## src/rtl/quant_pkg.sv

```systemverilog
// quant_pkg: shared constants, types and the round/saturate helper for the
// quant_gain_requant block.
//   - *_DEF localparams : default values of the block's parameters
//   - dout_t            : packed {re, im} output word at the default width
//   - sat_res_t         : result of sat_round (clipped value + saturation flag)
//   - sat_round()       : half-up rounding right shift followed by symmetric
//                         saturation to DOUT_W_DEF bits
package quant_pkg;

  localparam int          DIN_W_DEF     = 18;
  localparam int          DOUT_W_DEF    = 4;
  localparam int          GAIN_FRAC_DEF = 12;
  localparam int          DIN_SHIFT_DEF = 14;
  localparam logic [15:0] GAIN_RST_DEF  = 16'h1000;

  // Gain is an unsigned 16-bit word, multiplied as a 17-bit signed operand.
  localparam int GAIN_W = 16;
  localparam int PROD_W = DIN_W_DEF + GAIN_W + 1;
  // One guard bit so adding the rounding constant can never overflow.
  localparam int PROD_X = PROD_W + 1;
  // Symmetric limit: the most negative code is never produced.
  localparam int OUT_MAX = (2 ** (DOUT_W_DEF - 1)) - 1;

  typedef struct packed {
    logic signed [DOUT_W_DEF-1:0] re;
    logic signed [DOUT_W_DEF-1:0] im;
  } dout_t;

  typedef struct packed {
    logic signed [DOUT_W_DEF-1:0] q;
    logic                         sat;
  } sat_res_t;

  // Round half-up (add 2^(shift-1), arithmetic shift right) and clip to
  // +/-OUT_MAX. shift must be >= 1 and is a constant at every call site.
  function automatic sat_res_t sat_round(input logic signed [PROD_W-1:0] prod,
                                         input int shift);
    logic signed [PROD_X-1:0] half;
    logic signed [PROD_X-1:0] sum;
    logic signed [PROD_X-1:0] r;
    logic signed [PROD_X-1:0] lim;
    sat_res_t                 res;
    half            = '0;
    half[shift - 1] = 1'b1;
    lim             = PROD_X'(OUT_MAX);
    sum             = PROD_X'(prod) + half;
    r               = sum >>> shift;
    if (r > lim) begin
      res.q   = DOUT_W_DEF'(OUT_MAX);
      res.sat = 1'b1;
    end else if (r < -lim) begin
      res.q   = DOUT_W_DEF'(-OUT_MAX);
      res.sat = 1'b1;
    end else begin
      res.q   = r[DOUT_W_DEF-1:0];
      res.sat = 1'b0;
    end
    return res;
  endfunction

endpackage

```

## src/rtl/quant_cplx_lane.sv

```systemverilog
// quant_cplx_lane: one real or imaginary component of the requantiser.
//   clk, rst_n : clock, synchronous active-low reset
//   din        : stage-1 registered sample component (signed)
//   gain       : stage-1 active gain (unsigned, GAIN_FRAC fractional bits)
//   load       : stage-2 valid; the rounded result is registered only then
//   q          : stage-3 result, holds its value when load is 0
//   sat        : stage-2 combinational flag, result of this product clipped
module quant_cplx_lane
  import quant_pkg::*;
#(
  parameter int DIN_W  = DIN_W_DEF,
  parameter int DOUT_W = DOUT_W_DEF,
  parameter int SHIFT  = GAIN_FRAC_DEF + DIN_SHIFT_DEF
) (
  input  logic                     clk,
  input  logic                     rst_n,
  input  logic signed [DIN_W-1:0]  din,
  input  logic [GAIN_W-1:0]        gain,
  input  logic                     load,
  output logic signed [DOUT_W-1:0] q,
  output logic                     sat
);

  localparam int P_W = DIN_W + GAIN_W + 1;

  logic signed [P_W-1:0] prod;
  logic signed [P_W-1:0] din_x;
  logic signed [P_W-1:0] gain_x;
  sat_res_t              res;

  // Both operands widened to the full product width before multiplying so no
  // bits are lost; the gain gets a zero sign bit to stay non-negative.
  assign din_x  = P_W'(din);
  assign gain_x = P_W'($signed({1'b0, gain}));

  always_ff @(posedge clk) begin
    if (!rst_n) begin
      prod <= '0;
    end else begin
      prod <= din_x * gain_x;
    end
  end

  always_comb begin
    res = sat_round(PROD_W'(prod), SHIFT);
  end

  assign sat = res.sat;

  always_ff @(posedge clk) begin
    if (!rst_n) begin
      q <= '0;
    end else if (load) begin
      q <= DOUT_W'(res.q);
    end
  end

endmodule

```

## src/rtl/quant_gain_requant.sv

```systemverilog
// quant_gain_requant: complex sample gain and requantisation to DOUT_W bits.
// Three-stage pipeline, no backpressure:
//   stage 1 : input registers, active gain (loaded only on sync_in)
//   stage 2 : full-width multiply (inside each lane)
//   stage 3 : half-up rounding and symmetric saturation (inside each lane)
// Ports:
//   user_clk, user_rst_n : clock, synchronous active-low reset
//   gain_in              : [15:0] unsigned gain, [31:16] ignored
//   sync_in, valid_in    : spectrum start, sample valid (independent)
//   din_re, din_im       : signed input components
//   sync_out, valid_out  : inputs delayed by 3 cycles
//   dout                 : {re, im}, holds its value when valid_out is 0
//   sat_count            : saturated components of the last completed window
// Optional feature macro: QUANT_SAT_COUNT_EN enables the saturation window
// counter; without it sat_count is tied to 0.
module quant_gain_requant
  import quant_pkg::*;
#(
  parameter int          DIN_W     = DIN_W_DEF,
  parameter int          DOUT_W    = DOUT_W_DEF,
  parameter int          GAIN_FRAC = GAIN_FRAC_DEF,
  parameter int          DIN_SHIFT = DIN_SHIFT_DEF,
  parameter logic [15:0] GAIN_RST  = GAIN_RST_DEF
) (
  input  logic                    user_clk,
  input  logic                    user_rst_n,
  input  logic [31:0]             gain_in,
  input  logic                    sync_in,
  input  logic                    valid_in,
  input  logic signed [DIN_W-1:0] din_re,
  input  logic signed [DIN_W-1:0] din_im,
  output logic                    sync_out,
  output logic                    valid_out,
  output logic [2*DOUT_W-1:0]     dout,
  output logic [31:0]             sat_count
);

  localparam int SHIFT = GAIN_FRAC + DIN_SHIFT;

  logic                    s1_valid;
  logic                    s1_sync;
  logic                    s2_valid;
  logic                    s2_sync;
  logic signed [DIN_W-1:0] s1_re;
  logic signed [DIN_W-1:0] s1_im;
  logic [GAIN_W-1:0]       gain_act;
  logic signed [DOUT_W-1:0] q_re;
  logic signed [DOUT_W-1:0] q_im;
  logic                    sat_re;
  logic                    sat_im;
  logic                    unused_gain_hi;

  assign unused_gain_hi = ^gain_in[31:16];

  // Control pipeline. The gain register loads in the same edge as the
  // sync-coincident sample, so that sample already sees the new gain.
  always_ff @(posedge user_clk) begin
    if (!user_rst_n) begin
      s1_valid  <= 1'b0;
      s1_sync   <= 1'b0;
      s1_re     <= '0;
      s1_im     <= '0;
      gain_act  <= GAIN_RST;
      s2_valid  <= 1'b0;
      s2_sync   <= 1'b0;
      valid_out <= 1'b0;
      sync_out  <= 1'b0;
    end else begin
      s1_valid  <= valid_in;
      s1_sync   <= sync_in;
      s1_re     <= din_re;
      s1_im     <= din_im;
      if (sync_in) begin
        gain_act <= gain_in[GAIN_W-1:0];
      end
      s2_valid  <= s1_valid;
      s2_sync   <= s1_sync;
      valid_out <= s2_valid;
      sync_out  <= s2_sync;
    end
  end

  quant_cplx_lane #(
    .DIN_W  (DIN_W),
    .DOUT_W (DOUT_W),
    .SHIFT  (SHIFT)
  ) u_lane_re (
    .clk   (user_clk),
    .rst_n (user_rst_n),
    .din   (s1_re),
    .gain  (gain_act),
    .load  (s2_valid),
    .q     (q_re),
    .sat   (sat_re)
  );

  quant_cplx_lane #(
    .DIN_W  (DIN_W),
    .DOUT_W (DOUT_W),
    .SHIFT  (SHIFT)
  ) u_lane_im (
    .clk   (user_clk),
    .rst_n (user_rst_n),
    .din   (s1_im),
    .gain  (gain_act),
    .load  (s2_valid),
    .q     (q_im),
    .sat   (sat_im)
  );

  assign dout = {q_re, q_im};

`ifdef QUANT_SAT_COUNT_EN
  logic [31:0] win_cnt;
  logic [31:0] sat_cnt_q;
  logic [1:0]  sat_inc;
  logic [32:0] win_sum;

  // Counted in the edge that registers the sample into dout, so the window
  // boundary lines up exactly with sync_out.
  assign sat_inc = s2_valid ? ({1'b0, sat_re} + {1'b0, sat_im}) : 2'd0;
  assign win_sum = {1'b0, win_cnt} + {31'd0, sat_inc};

  always_ff @(posedge user_clk) begin
    if (!user_rst_n) begin
      win_cnt   <= '0;
      sat_cnt_q <= '0;
    end else if (s2_sync) begin
      // Close the window; the sync-coincident sample opens the new one.
      sat_cnt_q <= win_cnt;
      win_cnt   <= {30'd0, sat_inc};
    end else begin
      win_cnt   <= win_sum[32] ? 32'hFFFF_FFFF : win_sum[31:0];
    end
  end

  assign sat_count = sat_cnt_q;
`else
  logic unused_sat;

  assign unused_sat = sat_re | sat_im;
  assign sat_count  = '0;
`endif

endmodule

```

## config.mk

```make
export PLATFORM = sky130hd
export DESIGN_NAME = quant_gain_requant
export DESIGN_NICKNAME = d
export VERILOG_FILES = /design/src/rtl/quant_pkg.sv /design/src/rtl/quant_cplx_lane.sv /design/src/rtl/quant_gain_requant.sv
export SDC_FILE = /design/constraint.sdc
export NUM_CORES = 2
export LEC_CHECK = 0
export CORE_UTILIZATION = 55
export DETAILED_ROUTE_END_ITERATION = 12
export PLACE_DENSITY = 0.72
export SYNTH_ARGS = -nofsm -noshare
export SYNTH_HDL_FRONTEND = slang
export SYNTH_SLANG_ARGS = --single-unit
export TNS_END_PERCENT = 10
```

## constraint.sdc

```tcl
create_clock -name user_clk -period 17.8 [get_ports user_clk]
set_input_delay 3.56 -clock user_clk [delete_from_list [all_inputs] [get_ports user_clk]]
set_output_delay 3.56 -clock user_clk [all_outputs]
set_load 0.01 [all_outputs]
```

# Word-level counts from Yosys, hierarchy flattened
# Cells that the tools add are included.
[totals]
out_inout_bits = 42
reg_bits = 136
wordCells = 25
[op_classes]
order_cmp = 4
muxes = 4
mul = 2
add_sub_neg = 2
[ops]
columns = ["operator", "n"]
rows = [
  ["$add A35 B27 Y36 const B", 2],
  ["$mul A18 B17 Y35", 2],
  ["$gt A10 B4 Y1 const B", 2],
  ["$lt A10 B4 Y1 const B", 2],
  ["$mux W5", 4],
]

# Longest topological paths before layout
[logic_depth]
ltp_word = 4
ltp_mapped = 25

# By module
# Synthesis repeated with hierarchy kept, for this count alone.
[unflattened]
hier_cells = 2709
hier_area_um2 = 24484.7
[by_module_without_submodules]
columns = ["module", "n_inst", "cells_per_inst", "area_each_um2"]
rows = [
  ["quant_cplx_lane at u_lane_im", 1, 1289, 11343.4],
  ["quant_cplx_lane at u_lane_re", 1, 1247, 11157.0],
  ["quant_gain_requant", 1, 173, 1984.4],
]

# Least setup slack after synthesis
# OpenSTA, ideal clock, no wires.
[synth_timing]
kind = "register -> register"
start = "reg gain_act[2]"
end = "reg u_lane_re.prod[34]"
t_arrival_ns = 5.983
path_slack_ns = 11.702
required_ns = 17.684
stages_incl_launch_ff = 22
setup_time_ns = 0.116
path_buffers = 2
cell_sequence = "dfxtp_1 > clkbuf_1 > clkbuf_1 > nand2_1 > fa_1 > fa_1 > inv_1 > fa_1 > fa_1 > fa_1 > inv_1 > fa_1 > inv_1 > ha_1 > o21ai_0 > o21ai_1 > a21oi_1 > o21ai_1 > o41a_4 > o41ai_4 > o2111ai_1 > and3_1"
[synth_between]
elab_chain_len = 1
[synth_lines]
columns = ["element", "line", "rtl"]
rows = [
  ["start: declaration", "quant_gain_requant.sv:46", "logic [GAIN_W-1:0] gain_act;"],
  ["start signal: assignment", "quant_gain_requant.sv:74", "gain_act <= gain_in[GAIN_W-1:0];"],
  ["$mul A18 B17 Y35", "quant_cplx_lane.sv:40", "prod <= din_x * gain_x;"],
  ["end signal: assignment", "quant_cplx_lane.sv:40", ""],
  ["end: declaration", "quant_cplx_lane.sv:26", "logic signed [P_W-1:0] prod;"],
]
# No other way between the ends.
# A chain may end at the register's enable or synchronous reset.

# Final worst setup path
[layout_timing]
start = "reg gain_act[9]"
end = "reg u_lane_re.prod[34]"
# The elaborated chain is that of the path after synthesis.

==> run summary <==
Reg2reg start: gain_act[9]
Clock root buffer: clkbuf_16
Critical path class: reg2reg
Syn Inst Count: 2,646
Run status: completed
I/O pin cnt: 114
CP Capture Type: register
Pint: 0.691 mW
Post-synth cell types: 61
HPWL Detailed: 41,000 um
Final period util: 40.7%
H-Tree Depth: 3
Min cycle time layout: 7240 ps
CTS Buf Count: 9
Area of the multi-input gates: 18,900 um2
Worst Setup SP: gain_act[9]
Setup Buffers After CTS: 0
GRT Total Usage: 27.6%
Max cap viols: 0
Post-synthesis average cell area: 9.05 um2
Initial antenna violation count: 0
Layout fillers: 3,735
1st-pass router iterations: 5
CTS tree: done
Initial Utilization: 55.7%
Critical path peak fanout: 37
Number of flops mapped to enable cells by yosys: 0
Routed WL: 55,200 um
CTS Sinks: 86
WL per Instance: 17.1 um
Most common cell after layout, fill and taps aside: inv_1
Async S/R FF share, synth: 0%
CORE AREA: 43,000 um2
Synth Register Bits: 86
Hold Startpoint: s1_sync
WP data arrival: 7530 ps
Synth warn: 0
Die area: 44,400 um2
Layout Area Growth over Synthesis: 5.42%
Sw Share: 48.4%
P per Cell Area: 53.1 nW/um2
Initial DRC count: 871
Placer Congestion: 0.863
DRC: 0
Layout cells sized above 1: 2.09%
Seq/Total Area, Yosys: 7.19%
Clock share of power: 16.3%
HP Class: reg2reg
Largest net degree at the start of global routing: 62
Layout net count: 3,460
Cell Area, Synth: 24,000 um2
Leak pwr: 13.2 nW
Final hold vios: 0
IO buf count: 65
Combinational share of power: 63.1%
Vias in the first global route: 19,100
# rows: 76
First-pass GRT wire length: 95,100 um
Overall die width: 211 um
Net switching power: 0.649 mW
Final ANT Viol Nets: 0
Clock transition at the registers of the reported paths: 90 ps
Clock Tree Buf Depth: 2
FMAX: 138 MHz
# hold bufs at CTS: 0
Peak VDD IR: 0.0834 mV
Setup TNS: 0 ps
Sequential power share: 20.6%
Die height: 211 um
RSZ-0062 raised after global routing: no
Layout Skew: 20.8 ps
Finish-stage setup viols: 0
Commonest cells after routing, fill and taps aside: 735 x inv_1, 582 x fa_1, 369 x nand2_1
Prevailing post-synth register cell: dfxtp_1
Vias/cell: 5.23
CP Data Required Time: 18,090 ps
DP Area: 25,000 um2
Total power draw: 1.34 mW
Slew HR: 27.3%
Grt ovf: 0
Via count: 16,800
Worst skew pair latency: 410 ps
CP startpoint kind: register
Register area: 1730 um2
Fin. max-slew vios: 0
Worst slew pin tran: 1090 ps
Post-route cell area: 25,300 um2
Post-CTS Resized: 0
power by group through the flow:
stage          Clock, mW  Sequential (mW)  Combinational (mW)
2_1_floorplan          0            0.244               0.652
3_3_place_gp           0            0.275               0.812
3_5_place_dp           0            0.277               0.839
4_1_cts            0.222            0.273               0.852
5_1_grt            0.228            0.279               0.980
6_report           0.218            0.276               0.845
worst max-delay path: stages (launching register included):
cell,delay [ps]
dfxtp_2,1060
nand2_1,200
fa_1,560
inv_1,50
fa_1,480
fa_1,610
fa_1,450
fa_1,490
inv_1,50
fa_1,470
inv_1,40
ha_1,300
a21oi_1,160
nand2_1,80
a211oi_1,710
a211oi_2,230
o41a_4,500
o41ai_4,300
o2111ai_1,170
and3_1,190
metrics by stage:
stage          setup slack (ps)  hold slack, ps  util, %  std cells
2_1_floorplan             11700             412        -       2677
3_3_place_gp              10800             416     58.0       3204
3_5_place_dp              10750             418     58.0       3204
4_1_cts                   10680             436     58.8       3220
5_1_grt                   10330             445     58.8       3220
6_report                  10560             435     58.8       3221
cells by family after synthesis:
family	synth area share, %
buffers and inverters	14.3
muxes	0.799
and+or+nand+nor	15.4
adders and majority gates	57.8
other	0.0157
AOI/OAI and AO/OA	3.48
DFF	7.19
xor gates and xnor gates	1.02
cells in the mapped netlist (all sizes together) (18+ instances only):
master	count	area share (%)
and2	268	7.0
ha	176	9.2
nand2	369	5.8
buf	32	1.0
inv	735	12
a21oi	30	0.63
mux2i	18	0.75
xnor2	18	0.66
clkbuf	110	1.7
nor2	47	0.74
dfxtp	86	7.2
fa	582	49
o21ai	20	0.42
metal layers:
metal	global-route usage, %	vias to the layer above	wire [um]
li1	-	7474	-
met1	35.4	8625	22300
met2	47.3	629	27200
met3	4.83	117	4000
met4	9.85	0	1590
met5	0	-	0
layout make-up:
class / instances / share of cell area, %
timing repair buffer: 84 / 3.12
clock buffer: 10 / 0.907
clock inverter: 6 / 0.302
sequential: 86 / 6.85
tap: 585 / 2.90
antenna: 1 / 0.00991
inverter: 736 / 10.9
multi-input combinational: 1713 / 75.0
final timing paths:
| check | endpoint | slack (ps) | cells past startpoint |
|---|---|---|---|
| min | s2_sync | 430 | 1 |
| max reg2reg | u_lane_re.prod[34] | 10560 | 19 |
| min reg2reg | s2_sync | 430 | 1 |
| max | u_lane_re.prod[34] | 10560 | 19 |
flip-flops by register name, indices dropped and copies added, names as in the netlist:
signal	count
s1_valid	1
s1_im	18
s1_sync	1
s2_valid	1
u_lane_im.q	4
u_lane_re.q	4
valid_out	1
s1_re	18
s2_sync	1
gain_act	16
sync_out	1
u_lane_im.prod	10
u_lane_re.prod	10
Note: power is estimated with default switching activity, not from simulation.
==> variant 1 (same settings) <==
The package constant `DOUT_W_DEF` goes from 4 to 5.
--- a/src/rtl/quant_pkg.sv
+++ b/src/rtl/quant_pkg.sv
@@ -8,7 +8,7 @@
 package quant_pkg;
 
   localparam int          DIN_W_DEF     = 18;
-  localparam int          DOUT_W_DEF    = 4;
+  localparam int          DOUT_W_DEF    = 5;
   localparam int          GAIN_FRAC_DEF = 12;
   localparam int          DIN_SHIFT_DEF = 14;
   localparam logic [15:0] GAIN_RST_DEF  = 16'h1000;
Ports: changed (resized dout); port bits go from 114 to 116. The function was not compared with the original's and may differ.
==> variant 1 against the original RTL <==
Core utilization about the same. Largest power group unchanged. Area after synthesis up 0.75%. Count of clock-buffer cells in the layout down 1. Highest routed layer is now met5. Power about the same. Critical path depth unchanged. Clock power down 8%. Clock skew down 0.0011 ns. Largest cell class unchanged. Worst setup slack better by 0.46 ns. Routed wire length down 1.3%. Non-clock buffer count down 8. Final area up 0.51%. Sequential cell count up 2.
==> variant 1: results (changes against the original RTL) <==
- Combinational power share: 63.0% (about the same)
- Global-route wire length before repair: 95.3 mm (+0.28%)
- Global routing usage on met2: 47.9% (+0.68 points)
- Share of layout cells above drive strength 1: 1.81% (-0.28 points)
- Vias after detailed routing: 16900 (+0.49%)
- CP max FO: 37 (unchanged)
- Met2 wire len: 27.7 mm (+1.7%)
- Initial antenna violation count: 3 (+3)
- Hold WC Path Type: flip-flop to flip-flop
- RePlAce Congestion: 0.849 (-1.6%)
- Port bufs: 67 (+3.1%)
- Layout net count: 3484 (+0.69%)
- Placed wire-length estimate: 41.3 mm (+0.52%)
- Status: complete, no violations
- Vias in the first global route: 19400 (+1.5%)
- Post-CTS setup buffer count: 0 (unchanged)
- DR pass1 iterations: 5 (unchanged)
- Max Used Layer: met5
- DR WL met3: 3.95 mm (-1.3%)
- Met1 WL: 21.4 mm (-4.0%)
- Commonest cells post-synth: inv_1, fa_1, nand2_1
- Avg WL per Cell: 16.8 microns (-2.0%)
- Net Sw Frac: 48.6% (+0.20 points)
- Adder-Cell Fraction of Synth Area: 57.4% (-0.43 points)
- Critical Path AT: 7.06 ns (-0.47 ns)
- Hold WS: 0.455 ns (+0.0203 ns)
- Root buf cell: clkbuf_16
- Complex-gate fraction of the synthesized area: 3.74% (+0.26 points)
- CTS H-tree lvls: 3 (unchanged)
- GRT Overall Usage: 27.5% (-0.12 points)
- DRT iter0 DRCs: 801 (-8.0%)
- Filler cells: 3772 (+0.99%)
- Fraction of synthesized area in multiplexers: 0.788% (-0.011 points)
- GR Layer Usage met1: 34.6% (-0.74 points)
- Setup Skew: 0.0198 ns (-0.00108 ns)
- Number of gates resized after CTS: 0 (unchanged)
- XOR/XNOR Fraction of Synth Area: 1.34% (+0.32 points)
- Area contributors post-synth: fa_1, inv_1, ha_1
- Distinct cells, synth: 57 (-6.6%)
- Peak supply drop: 0.0000679 V (-18%)
- Met3 usage: 5.21% (+0.37 points)
- Max transition margin: 30.8% (+3.6 points)
- Pin count of the biggest net entering global routing: 63 (+1.6%)
- Leak: 13.3 nW (+0.76%)
- Seq/Total Area, Yosys: 7.30% (+0.11 points)
- Max incr delay on CP: 0.98 ns (-0.08 ns)
variant 1: path summary, 6_finish.rpt:
check | start | cells after the start | to | slack, ns
max | gain_act[3] | 19 | u_lane_im.prod[33] | 11.02
min | s1_valid | 1 | s2_valid | 0.46
max reg2reg | gain_act[3] | 19 | u_lane_im.prod[33] | 11.02
min reg2reg | s1_valid | 1 | s2_valid | 0.46
variant 1: power groups by stage:
stage	registers (mW)	logic, mW	clock network (mW)
finish	0.295	0.844	0.200
global route	0.300	0.989	0.212
CTS	0.293	0.856	0.206
detailed placement	0.297	0.844	0
global placement	0.295	0.816	0
floorplan	0.251	0.671	0
variant 1: per-stage QoR:
| stage | cells | setup WS (ns) | cell area [sq um] | power (mW) |
|---|---|---|---|---|
| 2_1_floorplan | 2709 | 11.90 | 24300 | 0.922 |
| 3_3_place_gp | 3228 | 11.18 | 25100 | 1.11 |
| 3_5_place_dp | 3228 | 11.12 | 25100 | 1.14 |
| 4_1_cts | 3244 | 11.06 | 25400 | 1.35 |
| 5_1_grt | 3244 | 10.69 | 25400 | 1.50 |
| 6_report | 3246 | 11.02 | 25400 | 1.34 |
variant 1: layout make-up:
class / count / share of cell area (%)
timing repair buffer: 76 / 2.89
antenna: 2 / 0.0197
clock buffer: 9 / 0.887
sequential: 88 / 6.99
tap: 585 / 2.88
multi-input combinational: 1741 / 75.1
clock inverter: 7 / 0.296
inverter: 738 / 10.9
variant 1: worst max-delay path, delay by kind of cell (launching register included):
| kind | cells | cell delay (ns) |
|---|---|---|
| adder cells (fa/ha/maj) | 7 | 3.48 |
| AND/OR/NAND/NOR | 6 | 1.50 |
| buffers and inverters | 3 | 0.17 |
| flip-flops | 1 | 0.98 |
| AO/OA/AOI/OAI | 3 | 0.52 |
==> variant 2 (config.mk and constraints unchanged) <==
Made on the original files. Register the output `dout`, cleared by the reset; this adds one clock of latency there. The other outputs are not delayed to match.
--- a/src/rtl/quant_gain_requant.sv
+++ b/src/rtl/quant_gain_requant.sv
@@ -108,7 +108,13 @@
     .sat   (sat_im)
   );
 
-  assign dout = {q_re, q_im};
+  always_ff @(posedge user_clk) begin
+    if (!user_rst_n) begin
+      dout <= '0;
+    end else begin
+      dout <= {q_re, q_im};
+    end
+  end
 
 `ifdef QUANT_SAT_COUNT_EN
   logic [31:0] win_cnt;
Function: changed (Yosys sat finds a counterexample within 4 cycles, from zero or initial values and one cycle with user_rst_n low).
==> variant 2 against the original RTL <==
Power is 0.28% higher. Sequential cell count is 8 higher. Final area is 0.37% higher. Critical path depth is 1 higher. Via count is 0.84% lower. Worst setup slack worse by 0.097 ns. Final cell count hardly changed. Routed wire length is 2.8% lower. Area after synthesis is 0.24% higher. Non-clock buffer count is 2 higher. Critical endpoint is now u_lane_re.prod[33].
==> variant 2: results (changes against the original RTL) <==
- Status: complete, no violations
- Layout net count: 3463 (+0.087%)
- Sequential share of cell area: 7.43% (+0.59 points)
- Hold wc startpoint: s2_sync
- GRT Overall Usage: 26.5% (-1.1 points)
- DP Area: 25000 sq um (+0.26%)
- Reg2Reg Setup Slack: 10.47 ns (-0.10 ns)
- Avg WL per Cell: 16.6 microns (-2.8%)
- CP max FO: 21 (-43%)
- Vias per std cell: 5.18 (-0.90%)
- Slowest CP cell: dfxtp_1
- GR Layer Usage met1: 32.9% (-2.5 points)
- Least-Margin Pin Slew: 1.05 ns (-0.0434 ns)
- Commonest cells post-synth: inv_1, fa_1, nand2_1
- Filler cells: 3719 (-0.43%)
- Internal Pwr Total: 720 uW (+4.1%)
- Peak supply drop: 0.0000833 V (-0.11%)
- Global-route wire length before repair: 91.4 mm (-3.8%)
- Met1 WL: 21.1 mm (-5.7%)
- FF-to-FF path depth: 20 (+1)
- Comb_multi_in: 1700 (-0.76%)
- Area contributors post-synth: fa_1, inv_1, ha_1
- Layout clock area frac: 1.33% (+0.12 points)
- Seq/Total Area, Yosys: 7.84% (+0.65 points)
- Worst r2r src: gain_act[11]
- Pin count of the biggest net entering global routing: 63 (+1.6%)
- Avg Synthesized Cell Area: 9.07 sq um (+0.16%)
- DR WL met3: 3.39 mm (-15%)
- NonClk Buf Share: 3.17% (+0.048 points)
- Vias in the first global route: 18700 (-2.2%)
- Repair and plain buffers: 86 (+2.4%)
variant 2: worst reg2reg max path, cell delays in order, from the launching register on:
cell and delay (ns):
dfxtp_1 0.94, buf_4 0.47, nand2_1 0.14, fa_1 0.57, inv_1 0.05, fa_1 0.56, fa_1 0.45, fa_1 0.46
fa_1 0.49, inv_1 0.05, fa_1 0.48, inv_1 0.05, ha_1 0.29, nand3_1 0.15, nor4_1 0.31, o21ai_0 0.13
o211ai_1 0.62, a311oi_1 0.27, a21oi_1 0.42, a211oi_1 0.14, nor3_1 0.19
variant 2: cell families after synthesis:
| kind of cell | Yosys count | share of synthesized area (%) |
|---|---|---|
| buf+inv | 885 | 14.3 |
| fa+ha+maj | 758 | 57.7 |
| simple gates | 757 | 15.3 |
| compound gates | 103 | 2.92 |
| flops | 94 | 7.84 |
| xor+xnor | 31 | 1.13 |
| mux | 19 | 0.802 |
| other cells | 1 | 0.0156 |
